### src/rtl/div_pkg.sv
// div_pkg -- shared definitions for the sequential signed/unsigned divider.
//   state_e        : controller states
//   DEFAULT_WIDTH  : default divisor/quotient/remainder width
//   cntWidth()     : width of the iteration counter for a given WIDTH
package div_pkg;

  localparam int DEFAULT_WIDTH = 8;

  typedef enum logic [2:0] {
    IDLE,
    PREP,
    ITER,
    FIX,
    DONE
  } state_e;

  // The counter must be able to hold WIDTH itself, hence the +1.
  function automatic int cntWidth(input int width);
    return $clog2(width + 1);
  endfunction

endpackage

### src/rtl/div_sign_unit.sv
// div_sign_unit -- combinational sign handling around the unsigned divider core.
//   isSigned_i     : operands are two's complement
//   dividend_i     : raw 2*WIDTH-bit dividend
//   divisor_i      : raw WIDTH-bit divisor
//   signQ_i        : quotient must be negated
//   signR_i        : remainder must be negated (dividend sign)
//   qMag_i, rMag_i : unsigned quotient/remainder magnitudes
//   dividendMag_o  : |dividend| (-2^(2W-1) maps to 2^(2W-1), still fits unsigned)
//   divisorMag_o   : |divisor|
//   dividendNeg_o  : dividend is negative
//   divisorNeg_o   : divisor is negative
//   quotient_o     : signed-corrected quotient
//   remainder_o    : signed-corrected remainder
//   rangeOvf_o     : quotient magnitude does not fit the signed WIDTH-bit range
module div_sign_unit
  import div_pkg::*;
#(
  parameter int WIDTH = DEFAULT_WIDTH
) (
  input  logic                 isSigned_i,
  input  logic [2*WIDTH-1:0]   dividend_i,
  input  logic [WIDTH-1:0]     divisor_i,
  input  logic                 signQ_i,
  input  logic                 signR_i,
  input  logic [WIDTH-1:0]     qMag_i,
  input  logic [WIDTH-1:0]     rMag_i,
  output logic [2*WIDTH-1:0]   dividendMag_o,
  output logic [WIDTH-1:0]     divisorMag_o,
  output logic                 dividendNeg_o,
  output logic                 divisorNeg_o,
  output logic [WIDTH-1:0]     quotient_o,
  output logic [WIDTH-1:0]     remainder_o,
  output logic                 rangeOvf_o
);

  localparam logic [WIDTH-1:0] MAX_POS = {1'b0, {(WIDTH-1){1'b1}}};
  localparam logic [WIDTH-1:0] MAX_NEG = {1'b1, {(WIDTH-1){1'b0}}};

  // Operand magnitudes; unsigned mode never reports a negative operand.
  assign dividendNeg_o = isSigned_i & dividend_i[2*WIDTH-1];
  assign divisorNeg_o  = isSigned_i & divisor_i[WIDTH-1];
  assign dividendMag_o = dividendNeg_o ? -dividend_i : dividend_i;
  assign divisorMag_o  = divisorNeg_o ? -divisor_i : divisor_i;

  // Truncation toward zero for the quotient; remainder follows the dividend
  // sign and a zero remainder stays zero.
  assign quotient_o  = signQ_i ? -qMag_i : qMag_i;
  assign remainder_o = (signR_i && (rMag_i != '0)) ? -rMag_i : rMag_i;

  // A negative result may reach -2^(W-1); a positive one only 2^(W-1)-1.
  assign rangeOvf_o = isSigned_i & (signQ_i ? (qMag_i > MAX_NEG) : (qMag_i > MAX_POS));

endmodule

### src/rtl/seq_signed_divider.sv
// seq_signed_divider -- multi-cycle radix-2 non-restoring divider,
// 2*WIDTH-bit dividend by WIDTH-bit divisor, signed or unsigned per operation.
//   clk, rst_n          : clock, asynchronous active-low reset
//   start               : request, only accepted in IDLE
//   is_signed           : two's-complement operands when 1 (latched with start)
//   dividend, divisor   : operands (latched with start)
//   busy                : operation in progress (PREP, ITER, FIX)
//   done                : one-cycle completion pulse
//   quotient, remainder : results, held until the next done
//   div_by_zero         : divisor was zero
//   overflow            : quotient does not fit WIDTH bits in the selected mode
module seq_signed_divider
  import div_pkg::*;
#(
  parameter int WIDTH = DEFAULT_WIDTH
) (
  input  logic               clk,
  input  logic               rst_n,
  input  logic               start,
  input  logic               is_signed,
  input  logic [2*WIDTH-1:0] dividend,
  input  logic [WIDTH-1:0]   divisor,
  output logic               busy,
  output logic               done,
  output logic [WIDTH-1:0]   quotient,
  output logic [WIDTH-1:0]   remainder,
  output logic               div_by_zero,
  output logic               overflow
);

  localparam int CW = cntWidth(WIDTH);

  state_e             state_q;
  logic [2*WIDTH-1:0] dividend_q;
  logic [WIDTH-1:0]   divisor_q;
  logic               isSigned_q;
  logic               signQ_q;
  logic               signR_q;
  logic [WIDTH-1:0]   divMag_q;
  logic [WIDTH:0]     rem_q;
  logic [WIDTH-1:0]   lo_q;
  logic [CW-1:0]      count_q;
  logic               busy_q;
  logic               done_q;
  logic [WIDTH-1:0]   quot_q;
  logic [WIDTH-1:0]   remOut_q;
  logic               dbz_q;
  logic               ovf_q;

  logic [WIDTH:0]     remShift_d;
  logic [WIDTH:0]     remIter_d;
  logic [WIDTH-1:0]   loIter_d;
  logic [WIDTH-1:0]   remFix_d;

  logic [2*WIDTH-1:0] dividendMag;
  logic [WIDTH-1:0]   divisorMag;
  logic               dividendNeg;
  logic               divisorNeg;
  logic [WIDTH-1:0]   quotSigned;
  logic [WIDTH-1:0]   remSigned;
  logic               rangeOvf;
  logic               earlyOvf;

  div_sign_unit #(.WIDTH(WIDTH)) uSignUnit (
    .isSigned_i    (isSigned_q),
    .dividend_i    (dividend_q),
    .divisor_i     (divisor_q),
    .signQ_i       (signQ_q),
    .signR_i       (signR_q),
    .qMag_i        (lo_q),
    .rMag_i        (remFix_d),
    .dividendMag_o (dividendMag),
    .divisorMag_o  (divisorMag),
    .dividendNeg_o (dividendNeg),
    .divisorNeg_o  (divisorNeg),
    .quotient_o    (quotSigned),
    .remainder_o   (remSigned),
    .rangeOvf_o    (rangeOvf)
  );

  // A quotient of 2^WIDTH or more is detectable before iterating.
  assign earlyOvf = (dividendMag[2*WIDTH-1:WIDTH] >= divisorMag);

  // One non-restoring step. The partial remainder always lands in
  // [-|d|, |d|), so W+1 bits hold it exactly even though the shifted value
  // may wrap. lo_q holds the unconsumed dividend bits on the left and
  // collects quotient bits on the right.
  always_comb begin
    remShift_d = {rem_q[WIDTH-1:0], lo_q[WIDTH-1]};
    if (rem_q[WIDTH]) begin
      remIter_d = remShift_d + {1'b0, divMag_q};
    end else begin
      remIter_d = remShift_d - {1'b0, divMag_q};
    end
    loIter_d = {lo_q[WIDTH-2:0], ~remIter_d[WIDTH]};
    remFix_d = rem_q[WIDTH] ? (rem_q[WIDTH-1:0] + divMag_q) : rem_q[WIDTH-1:0];
  end

  // Controller plus iteration registers; results and flags change only on
  // entry to DONE.
  always_ff @(posedge clk or negedge rst_n) begin
    if (!rst_n) begin
      state_q    <= IDLE;
      dividend_q <= '0;
      divisor_q  <= '0;
      isSigned_q <= 1'b0;
      signQ_q    <= 1'b0;
      signR_q    <= 1'b0;
      divMag_q   <= '0;
      rem_q      <= '0;
      lo_q       <= '0;
      count_q    <= '0;
      busy_q     <= 1'b0;
      done_q     <= 1'b0;
      quot_q     <= '0;
      remOut_q   <= '0;
      dbz_q      <= 1'b0;
      ovf_q      <= 1'b0;
    end else begin
      done_q <= 1'b0;
      case (state_q)
        IDLE: begin
          if (start) begin
            dividend_q <= dividend;
            divisor_q  <= divisor;
            isSigned_q <= is_signed;
            busy_q     <= 1'b1;
            state_q    <= PREP;
          end
        end
        PREP: begin
          signQ_q  <= dividendNeg ^ divisorNeg;
          signR_q  <= dividendNeg;
          divMag_q <= divisorMag;
          if (divisor_q == '0) begin
            dbz_q    <= 1'b1;
            ovf_q    <= 1'b0;
            quot_q   <= '0;
            remOut_q <= '0;
            busy_q   <= 1'b0;
            done_q   <= 1'b1;
            state_q  <= DONE;
          end else if (earlyOvf) begin
            dbz_q    <= 1'b0;
            ovf_q    <= 1'b1;
            quot_q   <= '0;
            remOut_q <= '0;
            busy_q   <= 1'b0;
            done_q   <= 1'b1;
            state_q  <= DONE;
          end else begin
            rem_q   <= {1'b0, dividendMag[2*WIDTH-1:WIDTH]};
            lo_q    <= dividendMag[WIDTH-1:0];
            count_q <= '0;
            state_q <= ITER;
          end
        end
        ITER: begin
          rem_q   <= remIter_d;
          lo_q    <= loIter_d;
          count_q <= count_q + CW'(1);
          if (count_q == CW'(WIDTH - 1)) begin
            state_q <= FIX;
          end
        end
        FIX: begin
          dbz_q <= 1'b0;
          if (rangeOvf) begin
            ovf_q    <= 1'b1;
            quot_q   <= '0;
            remOut_q <= '0;
          end else begin
            ovf_q    <= 1'b0;
            quot_q   <= quotSigned;
            remOut_q <= remSigned;
          end
          busy_q  <= 1'b0;
          done_q  <= 1'b1;
          state_q <= DONE;
        end
        DONE: begin
          state_q <= IDLE;
        end
        default: begin
          state_q <= IDLE;
        end
      endcase
    end
  end

  assign busy        = busy_q;
  assign done        = done_q;
  assign quotient    = quot_q;
  assign remainder   = remOut_q;
  assign div_by_zero = dbz_q;
  assign overflow    = ovf_q;

endmodule
### config.mk
export PLATFORM = sky130hd
export DESIGN_NAME = seq_signed_divider
export DESIGN_NICKNAME = d
export VERILOG_FILES = /design/src/rtl/div_pkg.sv /design/src/rtl/div_sign_unit.sv /design/src/rtl/seq_signed_divider.sv
export SDC_FILE = /design/constraint.sdc
export NUM_CORES = 1
export LEC_CHECK = 0
export CORE_ASPECT_RATIO = 0.9
export CORE_MARGIN = 3
export CORE_UTILIZATION = 45
export DETAILED_ROUTE_END_ITERATION = 8
export HOLD_SLACK_MARGIN = 0.08
export PLACE_DENSITY = 0.65
export SYNTH_ARGS = -nofsm -noshare
export SYNTH_HDL_FRONTEND = slang
export SYNTH_SLANG_ARGS = --single-unit
export TNS_END_PERCENT = 10
### constraint.sdc
create_clock -name clk -period 4.92 [get_ports clk]
set_clock_uncertainty 0.2 [all_clocks]
set_input_delay 0.984 -clock clk [delete_from_list [all_inputs] [get_ports clk]]
set_output_delay 0.984 -clock clk [all_outputs]
set_load 0.01 [all_outputs]
* Yosys cells after proc, flatten, opt, wreduce, memory -nomap -nowiden
Cells that the tools add are included.
** Storage, ports and cells
- Flip-flop bits (word level) :: 79
- Bits of input ports :: 28
** Operators by class
- Add/subtract/negate cells :: 8
- $lt $le $gt $ge :: 3
- Equal/unequal tests :: 9
- Muxes and demuxes :: 40
- Bitwise gates (word level) :: 5
- Reduce and logical (&&, ||, !) cells :: 12
** Operators with widths (count)
- $mux W8 :: 10
- $pmux W8 S2 :: 3
- $mux W9 :: 3
- $neg A8 Y8 :: 3
- $pmux W9 S2 :: 1
- $mux W16 :: 1
- $neg A16 Y16 :: 1
- $mux W3 :: 4
- $pmux W3 S4 :: 1
- $mux W1 :: 10
- $add A9 B8 Y9 :: 1
- $sub A9 B8 Y9 :: 1
- $add A8 B8 Y8 :: 1
- $ge A8 B8 Y1 :: 1
- $gt A8 B7 Y1 const B :: 1
- $gt A8 B8 Y1 const B :: 1
- $logic_not A8 Y1 :: 1
- $mux W4 :: 2
- $ne A2 B2 Y1 const B :: 4
- $pmux W4 S2 :: 1
- $reduce_bool A8 Y1 :: 1
- $eq A3 B2 Y1 const B :: 2
- $pmux W1 S2 :: 3
- $reduce_and A2 Y1 :: 3
- 13 further kinds :: 17

* Logic depth before layout (Yosys ltp)
- Depth after elaboration :: 7
- Mapped depth :: 15

* Cells and area by module
From an unflattened synthesis, not the netlist that was laid out.
** Second synthesis, totals
- Cells, all modules :: 507
- Area total of the unflattened synthesis :: 5128.7 µm²
** By module, submodules not included
- seq_signed_divider :: instances 1, cells each 380, area an instance 4250.3 µm², sequential area each 1976.9 µm²
- div_sign_unit :: instances 1, cells each 127, area an instance 878.3 µm², sequential area each 0.0 µm²

* Least setup slack after synthesis
OpenSTA, ideal clock, no wires.
- Path type :: register to register
- From :: register rem_q[8]
- To :: register rem_q[8]
- Library setup time :: 124 ps
- Arrival time :: 3116 ps
- Required time :: 4596 ps
- Setup slack :: 1480 ps
- Stages on the path, launching flop included :: 12
- Path through :: dfrtp_1 buf_2 buf_1 mux2_2 fa_1 a21o_1 a21oi_1 o21bai_1 a2111oi_0 nor3_1 o21a_1 o21bai_1
** Between the ends
- Word-level cells in the longest chain between the ends :: 2
** RTL lines
- from (decl) :: RTL line seq_signed_divider.sv:40 : logic [WIDTH:0] rem_q;
- from (signal assigned) :: RTL line seq_signed_divider.sv:152 : rem_q <= {1'b0, dividendMag[2*WIDTH-1:WIDTH]};
- from (signal assigned) :: RTL line seq_signed_divider.sv:159 : rem_q <= remIter_d;
- $mux W9 :: RTL line seq_signed_divider.sv:90 : if (rem_q[WIDTH]) begin
- $pmux W9 S2 :: RTL line seq_signed_divider.sv:121 : case (state_q)
No other way between the ends.
A chain may end at the register's enable or synchronous reset.

* Final worst setup path
Same ends and word-level chain as after synthesis.

==> run summary <==
Max_slew headroom: 33.2%
CP cell instances: mux2_2 > fa_1 > a21o_1 > a21oi_1 > o21bai_1 > a2111oi_0 > nor3_1 > o21a_1 > o21bai_1
Placer Congestion: 0.895
Ports: 48
Max-cap violations: 0
Worst slew pin tran: 1.00 ns
Largest net degree at the start of global routing: 80
Post-layout minimum cycle time: 3.59 ns
Peak Freq: 278 MHz
Slowest CP cell: dfrtp_1
Antenna violations before repair: 0
Footprint of the multi-input gates: 0.00290 sq mm
Die Width: 117 um
IO buf count: 47
Grt ovf: 0
Seq cells post-synth: 79
Initial core utilization: 47.6%
Final TNS setup: 0 ns
Vias: 3956
Mapped Area: 0.00502 sq mm
Worst setup SP type: flop
Mapped Cells: 516
DR pass1 iterations: 4
Final setup violation count: 0
Routed wire length per instance: 16.1 um
Post-synth cell types: 67
Clock buffer depth: 2
Core area: 0.0106 sq mm
DP HPWL: 8720 um
Clk root buf: clkbuf_16
Predominant post-synthesis flop cell: dfrtp_1
Max-slew violations: 0
Biggest cell delay along the critical path: 0.85 ns
First-pass GRT wire length: 19500 um
CTS tree: yes
Most Frequent Cell on Critical Path: o21bai_1
VDD IR-drop max: 280 uV
CTS Hold Bufs: 0
# resized after CTS: 0
GRT Util Overall: 19.2%
Unrepaired setup endpoints after global routing: false
Vias/cell: 5.57
Hold slack: 0.290 ns
Worst setup path category: flop to flop
Layout Area Growth over Synthesis: 18.7%
Post-Syn Nets: 575
Worst skew pair latency: 0.33 ns
Routed Antenna Nets: 0
Fillers: 927
CTS Sinks: 79
Critical-path maximum fanout: 24
Pleak: 2.64 nW
Power Total: 4.92 mW
Syn Area/Cell: 9.73 sq um
Iter 0 DRT Violations: 232
Final net count: 616
DRC Markers: 0
Sequential fraction of the synthesis area: 39.4%
Critical path data required time: 4.93 ns
Synthesis warning total: 0
Cts bufs inserted: 9
Row cnt: 35
H-Tree Depth: 3
Sequential Area: 0.00198 sq mm
Status: completed
Share of post-route cells with drive strength above 1: 9.96%
Final Hold Vio Count: 0
Min-Delay Path Class: flop to flop
Inserted Diodes: 0
Pwr/cell area: 825 mW/mm^2
Clock transition at the registers of the reported paths: 0.06 ns
CP Capture Type: flop
Post-CTS Setup Bufs: 0
Die area: 0.0125 sq mm
Routed wire length: 11400 um
Vias in the first global route: 3904
Crit path DAT: 3.60 ns
Die Ht: 106 um
Synth async-reset ratio: 100%
Number of synthesized flops with an enable pin: 0
Crit share post-route: 73.0%
## state kept, by name (all words and copies together) (netlist names)
name / cells
state_q: 3
overflow: 1
signR_q: 1
remainder: 8
quotient: 8
dividend_q: 16
div_by_zero: 1
isSigned_q: 1
busy: 1
rem_q: 9
signQ_q: 1
divMag_q: 8
lo_q: 8
count_q: 4
done: 1
divisor_q: 8
## Yosys cell counts, types with 6 or more instances
master,number,share of area [%]
xor2_1,17,3.0
clkbuf_1,15,1.1
o21a_1,6,0.90
inv_1,19,1.4
o21ai_0,22,2.2
nor2_1,33,2.5
nand2b_1,6,0.75
nand2_1,50,3.7
mux2_2,18,4.0
nand3_1,13,1.3
nor3_1,12,1.2
xnor2_1,27,4.7
mux2_1,6,1.3
a21oi_1,23,2.3
dfrtp_1,79,39
a22o_1,13,2.3
ha_1,29,7.2
mux2i_1,21,4.2
o21ai_1,19,1.9
o31ai_1,8,1.2
## cells by family after synthesis
kind of cell / after synthesis / synth area share (%)
multiplexers: 45 / 9.57
AND/OR/NAND/NOR: 146 / 14.4
adder cells (fa/ha/maj): 31 / 8.02
flip-flops: 79 / 39.4
AO/OA/AOI/OAI: 130 / 17.7
buffers and inverters: 41 / 3.21
XOR/XNOR: 44 / 7.67
## per-layer routing
layer | global-route usage [%] | up-vias | wire [um]
li1 | - | 1945 | -
met1 | 28.0 | 1899 | 5840
met2 | 28.2 | 91 | 4830
met3 | 3.99 | 21 | 493
met4 | 7.04 | 0 | 277
met5 | 0 | - | 0
## through the flow
| step | util [%] | worst slack [ns] | area, sq um | instances |
|---|---|---|---|---|
| 2_1_floorplan | - | 1.48 | 5020 | 516 |
| 3_3_place_gp | 53.3 | 1.43 | 5630 | 694 |
| 3_5_place_dp | 53.3 | 1.34 | 5630 | 694 |
| 4_1_cts | 56.5 | 1.34 | 5960 | 710 |
| 5_1_grt | 56.5 | 1.10 | 5960 | 710 |
| 6_report | 56.5 | 1.33 | 5960 | 710 |
## cells in the final DEF (no fill, tap or decap), drive strengths merged, types with 6 or more instances in the layout
cell type,synthesis,final
a21oi,24,24
a22o,13,13
clkbuf,15,11
clkdlybuf4s50,0,46
dfrtp,79,79
ha,29,29
inv,21,21
mux2,24,24
mux2i,21,21
nand2,51,51
nand2b,6,6
nand3,14,14
nor2,33,33
nor3,12,12
nor4,6,6
o21a,7,7
o21ai,41,41
o31ai,8,8
xnor2,27,27
xor2,17,17
## cell type report
class | count | area share, %
well taps | 148 | 3.11
clock inverters | 5 | 1.34
multi-input cells | 396 | 48.6
repair buffers | 50 | 8.23
inverters | 21 | 1.32
flip-flops and latches | 79 | 33.2
clock buffers | 11 | 4.24
## worst max-delay path: cells and delay by family (launching register included)
family          cells  cell delay (ns)
mux                 1             0.44
fa+ha+maj           1             0.43
flops               1             0.85
simple gates        1             0.11
compound gates      6             1.46
## power breakdown
part	switching [mW]	leakage [nW]	total [mW]	internal (mW)
sequential	0.426	0.990	1.38	0.950
combinational	1.49	1.49	2.81	1.32
clock	0.260	0.158	0.731	0.471
## path summary, 6_finish.rpt
kind                            cells past startpoint  slack, ns            to         start
worst max-delay path                                9       1.33      rem_q[8]      rem_q[8]
worst min-delay path                                1       0.29  remainder[7]  remainder[7]
worst max register to register                      9       1.33      rem_q[8]      rem_q[8]
worst min register to register                      1       0.29  remainder[7]  remainder[7]
max in group asynchronous                           1       3.24   divMag_q[1]         rst_n
min in group asynchronous                           1       0.60  remainder[3]         rst_n
(Power assumes the default switching activity.)
